File: src/rtl/crack_job_controller.sv
// Job sequencer for one guess generator: walks lengths min..max, buffers guesses in a small FIFO
// under credit flow control, streams them out, and reports hit/exhaustion/abort to the host.
module crack_job_controller #(
  parameter int unsigned GEN_LAT    = 1,
  parameter int unsigned FIFO_DEPTH = 4,
  parameter int unsigned DRAIN_CYC  = 64
) (
  input  logic         clk,
  input  logic         reset,
  input  logic         start,
  input  logic         abort,
  input  logic [2:0]   cfg_charset,
  input  logic [3:0]   cfg_min_len,
  input  logic [3:0]   cfg_max_len,
  output logic [2:0]   gen_charset,
  output logic [3:0]   gen_len,
  output logic         gen_reset,
  output logic         gen_step,
  input  logic [127:0] gen_guess,
  input  logic         gen_done,
  output logic [127:0] out_guess,
  output logic         out_valid,
  input  logic         out_ready,
  input  logic         hit,
  input  logic [127:0] hit_guess,
  output logic         busy,
  output logic         found,
  output logic [127:0] found_guess,
  output logic         exhausted,
  output logic         aborted,
  output logic [47:0]  guess_count
);

  localparam int unsigned PtrW = $clog2(FIFO_DEPTH);
  localparam int unsigned CntW = $clog2(FIFO_DEPTH + GEN_LAT + 2);
  localparam int unsigned DrnW = $clog2(DRAIN_CYC + 1);

  typedef enum logic [2:0] {StIdle, StLoad, StRun, StNextLen, StDrain, StDone} state_e;

  state_e              state_q, state_d;
  logic [2:0]          charset_q;
  logic [3:0]          len_q, max_len_q;
  logic                squash_q;
  logic [GEN_LAT-1:0]  issue_q, issue_d;
  logic [127:0]        mem_q [FIFO_DEPTH];
  logic [PtrW-1:0]     wptr_q, rptr_q;
  logic [CntW-1:0]     count_q, inflight;
  logic [DrnW-1:0]     drain_q;
  logic                found_q, exhausted_q, aborted_q;
  logic [127:0]        found_guess_q;
  logic [47:0]         guess_count_q;

  logic accept_start, active, end_hit, end_abort, flush;
  logic capture, push, pop, drain_last;

  assign capture    = issue_q[GEN_LAT-1];
  assign drain_last = (drain_q == DrnW'(DRAIN_CYC - 1));

  always_comb begin
    inflight = '0;
    for (int i = 0; i < GEN_LAT; i++) inflight = inflight + CntW'(issue_q[i]);
  end

  // Issue shift register: a bit reaches the top exactly when its guess is on gen_guess.
  always_comb begin
    issue_d    = '0;
    issue_d[0] = gen_reset | gen_step;
    for (int i = 1; i < GEN_LAT; i++) issue_d[i] = issue_q[i-1];
  end

  always_ff @(posedge clk or posedge reset) begin
    if (reset) state_q <= StIdle;
    else       state_q <= state_d;
  end

  always_comb begin
    state_d = state_q;
    unique case (state_q)
      StIdle, StDone: if (start) state_d = StLoad;
      StLoad:         state_d = StRun;
      StRun:          if (squash_q && inflight == '0 && count_q == '0) state_d = StNextLen;
      StNextLen:      state_d = (len_q == max_len_q) ? StDrain : StLoad;
      StDrain:        if (drain_last) state_d = StDone;
      default:        state_d = StIdle;
    endcase
    if (flush) state_d = StDone;
  end

  always_comb begin
    active       = (state_q != StIdle) && (state_q != StDone);
    accept_start = start && !active;
    end_hit      = active && hit;
    end_abort    = active && abort && !hit;
    flush        = end_hit || end_abort;
    busy         = active;
    gen_reset    = (state_q == StLoad);
    gen_step     = (state_q == StRun) && !squash_q &&
                   ((count_q + inflight + CntW'(1)) <= CntW'(FIFO_DEPTH));
    out_valid    = (state_q == StRun) && (count_q != '0);
    pop          = out_valid && out_ready;
    push         = capture && !gen_done && !squash_q && !flush;
  end

  always_ff @(posedge clk or posedge reset) begin
    if (reset) begin
      charset_q     <= '0;
      len_q         <= '0;
      max_len_q     <= '0;
      squash_q      <= 1'b0;
      issue_q       <= '0;
      drain_q       <= '0;
      found_q       <= 1'b0;
      found_guess_q <= '0;
      exhausted_q   <= 1'b0;
      aborted_q     <= 1'b0;
      guess_count_q <= '0;
    end else begin
      if (accept_start) begin
        charset_q     <= cfg_charset;
        len_q         <= cfg_min_len;
        max_len_q     <= cfg_max_len;
        found_q       <= 1'b0;
        found_guess_q <= '0;
        exhausted_q   <= 1'b0;
        aborted_q     <= 1'b0;
        guess_count_q <= '0;
      end else if (pop && guess_count_q != '1) begin
        guess_count_q <= guess_count_q + 48'd1;
      end
      if (state_q == StNextLen && len_q != max_len_q) len_q <= len_q + 4'd1;
      // A wrapped generator poisons every capture until the next reload.
      if (state_q == StLoad)          squash_q <= 1'b0;
      else if (capture && gen_done)   squash_q <= 1'b1;
      issue_q <= flush ? '0 : issue_d;
      drain_q <= (state_q == StDrain) ? drain_q + DrnW'(1) : '0;
      if (state_q == StDrain && drain_last && !flush) exhausted_q <= 1'b1;
      if (end_hit) begin
        found_q       <= 1'b1;
        found_guess_q <= hit_guess;
      end
      if (end_abort) aborted_q <= 1'b1;
    end
  end

  always_ff @(posedge clk or posedge reset) begin
    if (reset) begin
      for (int i = 0; i < FIFO_DEPTH; i++) mem_q[i] <= '0;
      wptr_q  <= '0;
      rptr_q  <= '0;
      count_q <= '0;
    end else if (flush) begin
      wptr_q  <= '0;
      rptr_q  <= '0;
      count_q <= '0;
    end else begin
      if (push) begin
        mem_q[wptr_q] <= gen_guess;
        wptr_q        <= wptr_q + PtrW'(1);
      end
      if (pop) rptr_q <= rptr_q + PtrW'(1);
      count_q <= count_q + CntW'(push) - CntW'(pop);
    end
  end

  assign gen_charset = charset_q;
  assign gen_len     = len_q;
  assign out_guess   = mem_q[rptr_q];
  assign found       = found_q;
  assign found_guess = found_guess_q;
  assign exhausted   = exhausted_q;
  assign aborted     = aborted_q;
  assign guess_count = guess_count_q;

endmodule
File: config.mk
export PLATFORM = sky130hd
export DESIGN_NAME = crack_job_controller
export DESIGN_NICKNAME = d
export VERILOG_FILES = /design/src/rtl/crack_job_controller.sv
export SDC_FILE = /design/constraint.sdc
export NUM_CORES = 1
export LEC_CHECK = 0
export BUFFER_PORTS_ARGS = -buffer_cell sky130_fd_sc_hd__buf_2
export CAP_MARGIN = 10
export CORE_MARGIN = 2
export CORE_UTILIZATION = 60
export CTS_CLUSTER_DIAMETER = 150
export DETAILED_ROUTE_END_ITERATION = 16
export GPL_TIMING_DRIVEN = 0
export PLACE_DENSITY = 0.85
export SYNTH_ARGS = -nofsm -noshare
export SYNTH_HDL_FRONTEND = slang
export SYNTH_SLANG_ARGS = --single-unit
File: constraint.sdc
create_clock -name clk -period 37.1 [get_ports clk]
set_input_delay 7.42 -clock clk [delete_from_list [all_inputs] [get_ports clk]]
set_output_delay 7.42 -clock clk [all_outputs]
set_load 0.02 [all_outputs]
==> results of run 1 <==
## layout make-up
type                            count  share of cell area
Sequential cell                   721              0.4790
Multi-Input combinational cell   1138              0.3195
Timing Repair Buffer              596             0.08218
Clock buffer                      104             0.05870
Buffer                            130             0.02388
Tap cell                          680             0.02259
Clock inverter                     25             0.01020
Inverter                           20            0.002192
Antenna cell                       26            0.001727
## cells in the final DEF, fill, tap and decap left out, types with 7 or more instances in the layout
| cell type | count |
|---|---|
| dfrtp_1 | 721 |
| buf_2 | 605 |
| mux2_2 | 505 |
| a22o_1 | 128 |
| mux4_2 | 128 |
| clkbuf_16 | 79 |
| nor2_1 | 77 |
| clkbuf_1 | 60 |
| nand2_1 | 57 |
| buf_6 | 50 |
| xnor2_1 | 33 |
| nand3_1 | 29 |
| diode_2 | 26 |
| nand4_1 | 25 |
| xor2_1 | 24 |
| nor3_1 | 20 |
| inv_1 | 18 |
| nor4_1 | 14 |
| clkbuf_8 | 14 |
| a21oi_1 | 12 |
| buf_1 | 12 |
| clkinv_2 | 12 |
| ha_1 | 11 |
| bufinv_16 | 10 |
| mux2_1 | 7 |
| and3_1 | 7 |
| o21ai_0 | 7 |
## kinds of logic after synthesis
logic type / after synthesis / synth area share
xor gates and xnor gates: 57 / 0.01608
DFF: 721 / 0.5810
muxes: 640 / 0.2785
buffers and inverters: 150 / 0.03139
adders and majority gates: 12 / 0.005077
AOI/OAI and AO/OA: 163 / 0.04360
and+or+nand+nor: 266 / 0.04432
## power groups by stage
stage / Sequential (mW) / Clock (mW) / Combinational [mW]
6_report: 1.09 / 0.793 / 0.882
5_1_grt: 1.10 / 0.834 / 0.931
4_1_cts: 1.08 / 0.801 / 0.879
3_5_place_dp: 1.09 / 0 / 0.872
3_3_place_gp: 1.08 / 0 / 0.846
2_1_floorplan: 1.14 / 0 / 0.508
## cells in the mapped netlist, types with 2 or more instances
library cell	instances
nand4_1	25
or4_1	3
mux2_2	505
o21ai_0	7
and3_1	7
buf_2	14
dfrtp_1	721
nand2_1	57
a22o_1	128
nand2b_1	2
or3b_2	2
xor2_1	24
mux4_2	128
o211ai_1	3
and2_2	2
o22ai_1	3
buf_4	5
a21oi_1	12
xnor2_1	33
nor3_1	20
nor3b_1	3
nor2_1	77
and4_2	2
and2_1	2
mux2_1	7
inv_1	19
buf_6	50
nand3_1	29
and4_1	4
nand3b_1	2
nand4b_1	2
clkbuf_1	49
or3_1	4
ha_1	11
buf_1	12
nor4_1	14
## registers in the layout, summed over array words and instances, names as in the netlist, 2 cells and up
name         cells
found_guess    128
wptr_q           2
drain_q          7
count_q          3
gen_charset      3
gen_len          4
rptr_q           2
state_q          3
mem_q          512
max_len_q        4
guess_count     48
## per-layer routing
layer,up-vias,GRT usage
met5,-,0.01746
met4,26,0.1958
met3,254,0.1043
met2,855,0.5237
met1,10770,0.4085
li1,8833,-
## worst max path at each step
stage,from,endpoint,slack [ns],depth (start not counted)
finish,rptr_q[0],out_guess[83],26.13,6
CTS,rptr_q[0],out_guess[83],26.06,6
global route,rptr_q[0],out_guess[83],26.03,6
detailed placement,rptr_q[0],out_guess[83],26.75,6
floorplan,reset,aborted,9.45,1
global placement,reset,mem_q[499],3.69,2
## critical path, stage by stage (launching register included)
cell and delay, ns:
dfrtp_1 0.32, clkbuf_1 0.17, buf_2 0.38, clkbuf_1 0.77, buf_1 0.67, mux4_2 0.44, buf_2 0.20
## through the flow
step	cells	worst slack (ns)	area (um2)	hold WS, ns	power [mW]
finish	3440	26.13	37670	0.4645	2.760
global route	3438	26.03	37660	0.4938	2.867
CTS	3414	26.06	37600	0.4664	2.761
detailed placement	3285	26.75	35010	0.4581	1.961
global placement	3280	3.694	34860	0.4454	1.926
floorplan	2009	9.454	31050	0.4319	1.644
==> flow_metrics.env, run 1 <==
export IMPL_regArea_um2=18040
export IMPL_fin_setup_tns_ns=0
export IMPL_clk_latency_ns=0.61
export IMPL_leakage_nw=18.81
export IMPL_syn_to_final_growth_pct=21.30
export IMPL_netlist_area_um2=31050
export IMPL_core_um2=51200
export IMPL_switching_share=0.3355
export IMPL_crit_fanout=10
export IMPL_grt_antenna_before_repair=40
export IMPL_wl_met3_um=7556
export IMPL_min_to="drain_q[0]"
export IMPL_grt_pass1_wl_um=133600
export IMPL_synthTopCellsByArea="dfrtp_1 (58%), mux2_2 (18%), mux4_2 (9.3%)"
export IMPL_highest_layer="met5"
export IMPL_routedWlPerCell_um=25.94
export IMPL_grt_overflow=0
export IMPL_cap_viol_max_count=0
export IMPL_yosysUniqueCellTypes=57
export IMPL_p_int_mw=1.834
export IMPL_drtPass1Iterations=5
export IMPL_synth_nets=2295
export IMPL_startpoint_type="flop"
export IMPL_clk_path_buf_depth=3
export IMPL_detail_route_antenna_nets=0
export IMPL_rsz0062_at_grt="no"
export IMPL_cts_made_buffers=74
export IMPL_place_hpwl_um=64270
export IMPL_ys_seq_area_frac=0.5810
export IMPL_numPortBuffers=591
export IMPL_cts_tree="done"
export IMPL_synth_warnings=0
export IMPL_max_clock_freq_mhz=91.17
export IMPL_required_ns=29.68
export IMPL_multi_input_area_um2=12040
export IMPL_reg2reg_depth=11
export IMPL_switching_power_mw=0.9261
export IMPL_htree_num_levels=3
export IMPL_postCtsSetupBuffers=0
export IMPL_min_period_ns=10.97
export IMPL_cts_root_buf="clkbuf_16"
export IMPL_r2r_end="count_q[2]"
export IMPL_min_from="drain_q[0]"
export IMPL_ys_async_sr_fraction=1.000
export IMPL_final_util=0.7357
export IMPL_cts_hold_buf=0
export IMPL_maxSlewHeadroom=0.3588
export IMPL_r2r_slack_ns=34.03
export IMPL_nNetsFinal=2967
export IMPL_clock_skew_final_ns=0.02115
export IMPL_drive_gt1_frac=0.5249
export IMPL_cts_resized=0
export IMPL_post_route_drc_count=0
export IMPL_synth_seq_cells=721
export IMPL_vias=20730
export IMPL_worst_slew_pin_slew_ns=0.9618
export IMPL_cts_sinks=721
export IMPL_cts_clk_slew_worst_paths_ns=0.06
export IMPL_timing_rr_start="count_q[1]"
export IMPL_die_area_um2=53590
export IMPL_rows=83
export IMPL_die_w_um=231.5
export IMPL_wl_met2_um=42660
export IMPL_io_pins=592
export IMPL_synth_edf_count=0
export IMPL_setup_viol_count_final=0
export IMPL_fillCellCount=3154
export IMPL_met1_length_um=33480
export IMPL_grt_max_degree=145
export IMPL_drt_first_iter_violations=1143
export IMPL_irDropWorstVdd_v=0.00006304
export IMPL_die_h_um=231.5
export IMPL_wirelength_um=89230
export IMPL_cp_arrival_ns=3.55
export IMPL_avgSynthCellArea_um2=15.46
export IMPL_end_kind="primary output"
export IMPL_pwr_share_seq=0.393
export IMPL_status="finished clean"
export IMPL_grtUsageTotal=0.3337
export IMPL_power_density_nw_per_um2=73.27
export IMPL_slew_violations=0
export IMPL_critical_path_class="reg2out"
export IMPL_hp_class="reg2reg"
export IMPL_yosysTopAreaCell="dfrtp_1"
export IMPL_clkPwrFrac=0.287
export IMPL_holdPathStages=1
export IMPL_hold_violations=0
export IMPL_viasPerCell=6.027
export IMPL_initial_core_util=0.6065
export IMPL_synth_top_cell_area_share=0.5810
export IMPL_power_frac_comb=0.320
export IMPL_gp_congestion=0.9807
export IMPL_syn_inst=2009
export IMPL_post_route_period_util=0.2957
export IMPL_grt_pass1_vias=22230
export IMPL_synthFlopType="dfrtp_1"
Note: power is estimated with default switching activity, not from simulation.
==> run 2: changes to the inputs <==
--- a/config.mk
+++ b/config.mk
@@ -8,11 +8,11 @@
 export BUFFER_PORTS_ARGS = -buffer_cell sky130_fd_sc_hd__buf_2
 export CAP_MARGIN = 10
 export CORE_MARGIN = 2
-export CORE_UTILIZATION = 60
+export CORE_UTILIZATION = 56
 export CTS_CLUSTER_DIAMETER = 150
 export DETAILED_ROUTE_END_ITERATION = 16
 export GPL_TIMING_DRIVEN = 0
-export PLACE_DENSITY = 0.85
+export PLACE_DENSITY = 0.81
 export SYNTH_ARGS = -nofsm -noshare
 export SYNTH_HDL_FRONTEND = slang
 export SYNTH_SLANG_ARGS = --single-unit
==> constraint.sdc (replaced) <==
create_clock -name clk -period 11.1 [get_ports clk]
set_input_delay 2.22 -clock clk [delete_from_list [all_inputs] [get_ports clk]]
set_output_delay 2.22 -clock clk [all_outputs]
set_load 0.02 [all_outputs]
==> run 2 against run 1 <==
- clock skew shrank 0.0061 ns
- die area grew 7.0%
- global-route usage shrank 1.8 points
- critical endpoint is now out_guess[7]
- count of clock-buffer cells in the layout grew 9
- largest power group unchanged
- wire length grew 1.0%
==> flow_metrics.env, run 2 (synthesis results as in run 1) <==
export IMPL_slew_violations=0
export IMPL_clk_path_buf_depth=3
export IMPL_dp_cells=3365
export IMPL_irDropWorstVdd_v=0.0001888
export IMPL_r2r_slack_ns=8.08
export IMPL_setup_viol_count_final=0
export IMPL_io_pins=592
export IMPL_cts_clk_slew_worst_paths_ns=0.06
export IMPL_htree_num_levels=3
export IMPL_gp_congestion=1.007
export IMPL_slowest_stage="buf_1"
export IMPL_timing_rr_start="count_q[1]"
export IMPL_cts_sinks=721
export IMPL_place_area_um2=35290
export IMPL_core_um2=54990
export IMPL_initial_core_util=0.5647
export IMPL_numPortBuffers=591
export IMPL_grt_overflow=0
export IMPL_r2r_end="count_q[2]"
export IMPL_wirelength_um=90150
export IMPL_die_area_um2=57350
export IMPL_nNetsFinal=2980
export IMPL_detail_route_antenna_nets=0
export IMPL_switching_share=0.3435
export IMPL_cts_root_buf="clkbuf_16"
export IMPL_fin_cells=3521
export IMPL_cts_hold_buf=0
export IMPL_largest_reg_flops=512
export IMPL_cap_viol_max_count=0
export IMPL_final_util=0.6881
export IMPL_cp_slowest_stage_delay_ns=0.64
export IMPL_cts_tree="done"
export IMPL_grt_antenna_before_repair=37
export IMPL_critical_path_class="reg2out"
export IMPL_hp_class="reg2reg"
export IMPL_status="finished clean"
export IMPL_drt_first_iter_violations=1220
export IMPL_stdcell_area_um2=37840
export IMPL_end_kind="primary output"
export IMPL_power_frac_comb=0.326
export IMPL_viasPerCell=5.847
export IMPL_syn_to_final_growth_pct=21.85
export IMPL_grtUsageTotal=0.3161
export IMPL_clkPwrFrac=0.276
export IMPL_fin_ws_ns=5.507
export IMPL_vias=20590
export IMPL_path_cells="clkbuf_1 > buf_2 > clkbuf_1 > buf_1 > mux4_2 > buf_2"
export IMPL_switching_power_mw=3.146
export IMPL_drive_gt1_frac=0.5267
export IMPL_critPathTopFamily="buffers and inverters"
export IMPL_place_hpwl_um=66090
export IMPL_layout_commonest_cell="dfrtp_1"
export IMPL_min_from="found"
export IMPL_final_cell_mix="dfrtp_1 (721), buf_2 (605), mux2_2 (505)"
export IMPL_startpoint_type="flop"
export IMPL_crit_fanout=10
export IMPL_clock_skew_final_ns=0.01504
export IMPL_grt_pass1_vias=22050
export IMPL_drtPass1Iterations=5
export IMPL_rows=86
export IMPL_top_register="mem_q"
export IMPL_cts_made_buffers=75
export IMPL_maxSlewHeadroom=0.3856
export IMPL_rsz0062_at_grt="no"
export IMPL_hold_violations=0
export IMPL_worst_slew_pin_slew_ns=0.9215
export IMPL_grt_max_degree=48
export IMPL_die_w_um=239.5
export IMPL_required_ns=8.88
export IMPL_power_density_nw_per_um2=242.1
export IMPL_pwr_share_seq=0.397
export IMPL_post_route_period_util=0.5038
export IMPL_reg2reg_depth=11
export IMPL_postCtsSetupBuffers=0
export IMPL_post_route_drc_count=0
export IMPL_cp_arrival_ns=3.37
export IMPL_clk_latency_ns=0.60
export IMPL_max_clock_freq_mhz=178.8
export IMPL_p_int_mw=6.013
export IMPL_cts_resized=0
export IMPL_grt_pass1_wl_um=134600
export IMPL_min_period_ns=5.593
export IMPL_leakage_nw=18.85
export IMPL_pre_cts_ws_ns=6.007
export IMPL_die_h_um=239.5
export IMPL_routedWlPerCell_um=25.60
export IMPL_critical_path_buf_inv_count=5
export IMPL_min_to="found"
export IMPL_holdPathStages=1
-- run 2: cell types whose count changed in the layout (fill, tap and decap cells not counted), moves of 2 or more --
cell,delta
buf_12,+17
buf_16,-5
bufinv_16,-7
clkbuf_1,+2
clkbuf_16,-2
clkbuf_8,+9
clkinv_2,-3
clkinv_4,+2
diode_2,-2
inv_6,+2
-- run 2: power groups by stage --
stage,sequential [mW],clock [mW],combinational [mW]
after CTS,3.62,2.57,2.98
final,3.64,2.53,2.99
after detailed placement,3.65,0,2.96
after global placement,3.62,0,2.86
after floorplan,3.80,0,1.70
after global routing,3.70,2.68,3.15
-- run 2: cell type report --
class	count	area [um2]
timing repair buffer	608	3298
buffer	130	899.6
clock buffer	113	2292
antenna	24	60.06
tap	748	935.9
multi-input combinational	1138	12040
sequential	721	18040
inverter	20	78.83
clock inverter	19	193.9
fill	3749	17150
-- run 2: worst reg2reg max path, delay by kind of cell (launching register included) --
kind	cells	cell delay (ns)
xor gates and xnor gates	2	0.32
adders and majority gates	3	0.92
buffers and inverters	3	0.52
DFF	1	0.45
and+or+nand+nor	3	0.68
-- run 2: how the worst max path moves through the flow --
stage	start	endpoint	depth (start not counted)
floorplan	reset	aborted	1
global placement	reset	mem_q[148]	2
detailed placement	rptr_q[0]	out_guess[7]	6
CTS	rptr_q[0]	out_guess[7]	6
global route	rptr_q[0]	out_guess[7]	6
finish	rptr_q[0]	out_guess[7]	6
-- run 2: layer usage --
layer,global-route usage,routed length [um],up-vias
met5,0.01818,305,-
met4,0.1566,4606,24
met3,0.1049,7601,236
met2,0.5105,43640,790
met1,0.3813,33990,10680
li1,-,-,8859
-- run 2: stage by stage --
stage / power [mW] / setup TNS, ns / hold WS, ns
floorplan: 5.495 / -717.91 / 0.4319
CTS: 9.169 / 0 / 0.4811
detailed placement: 6.610 / 0 / 0.4606
global placement: 6.479 / -2894.48 / 0.4447
global route: 9.532 / 0 / 0.4909
finish: 9.159 / 0 / 0.4815
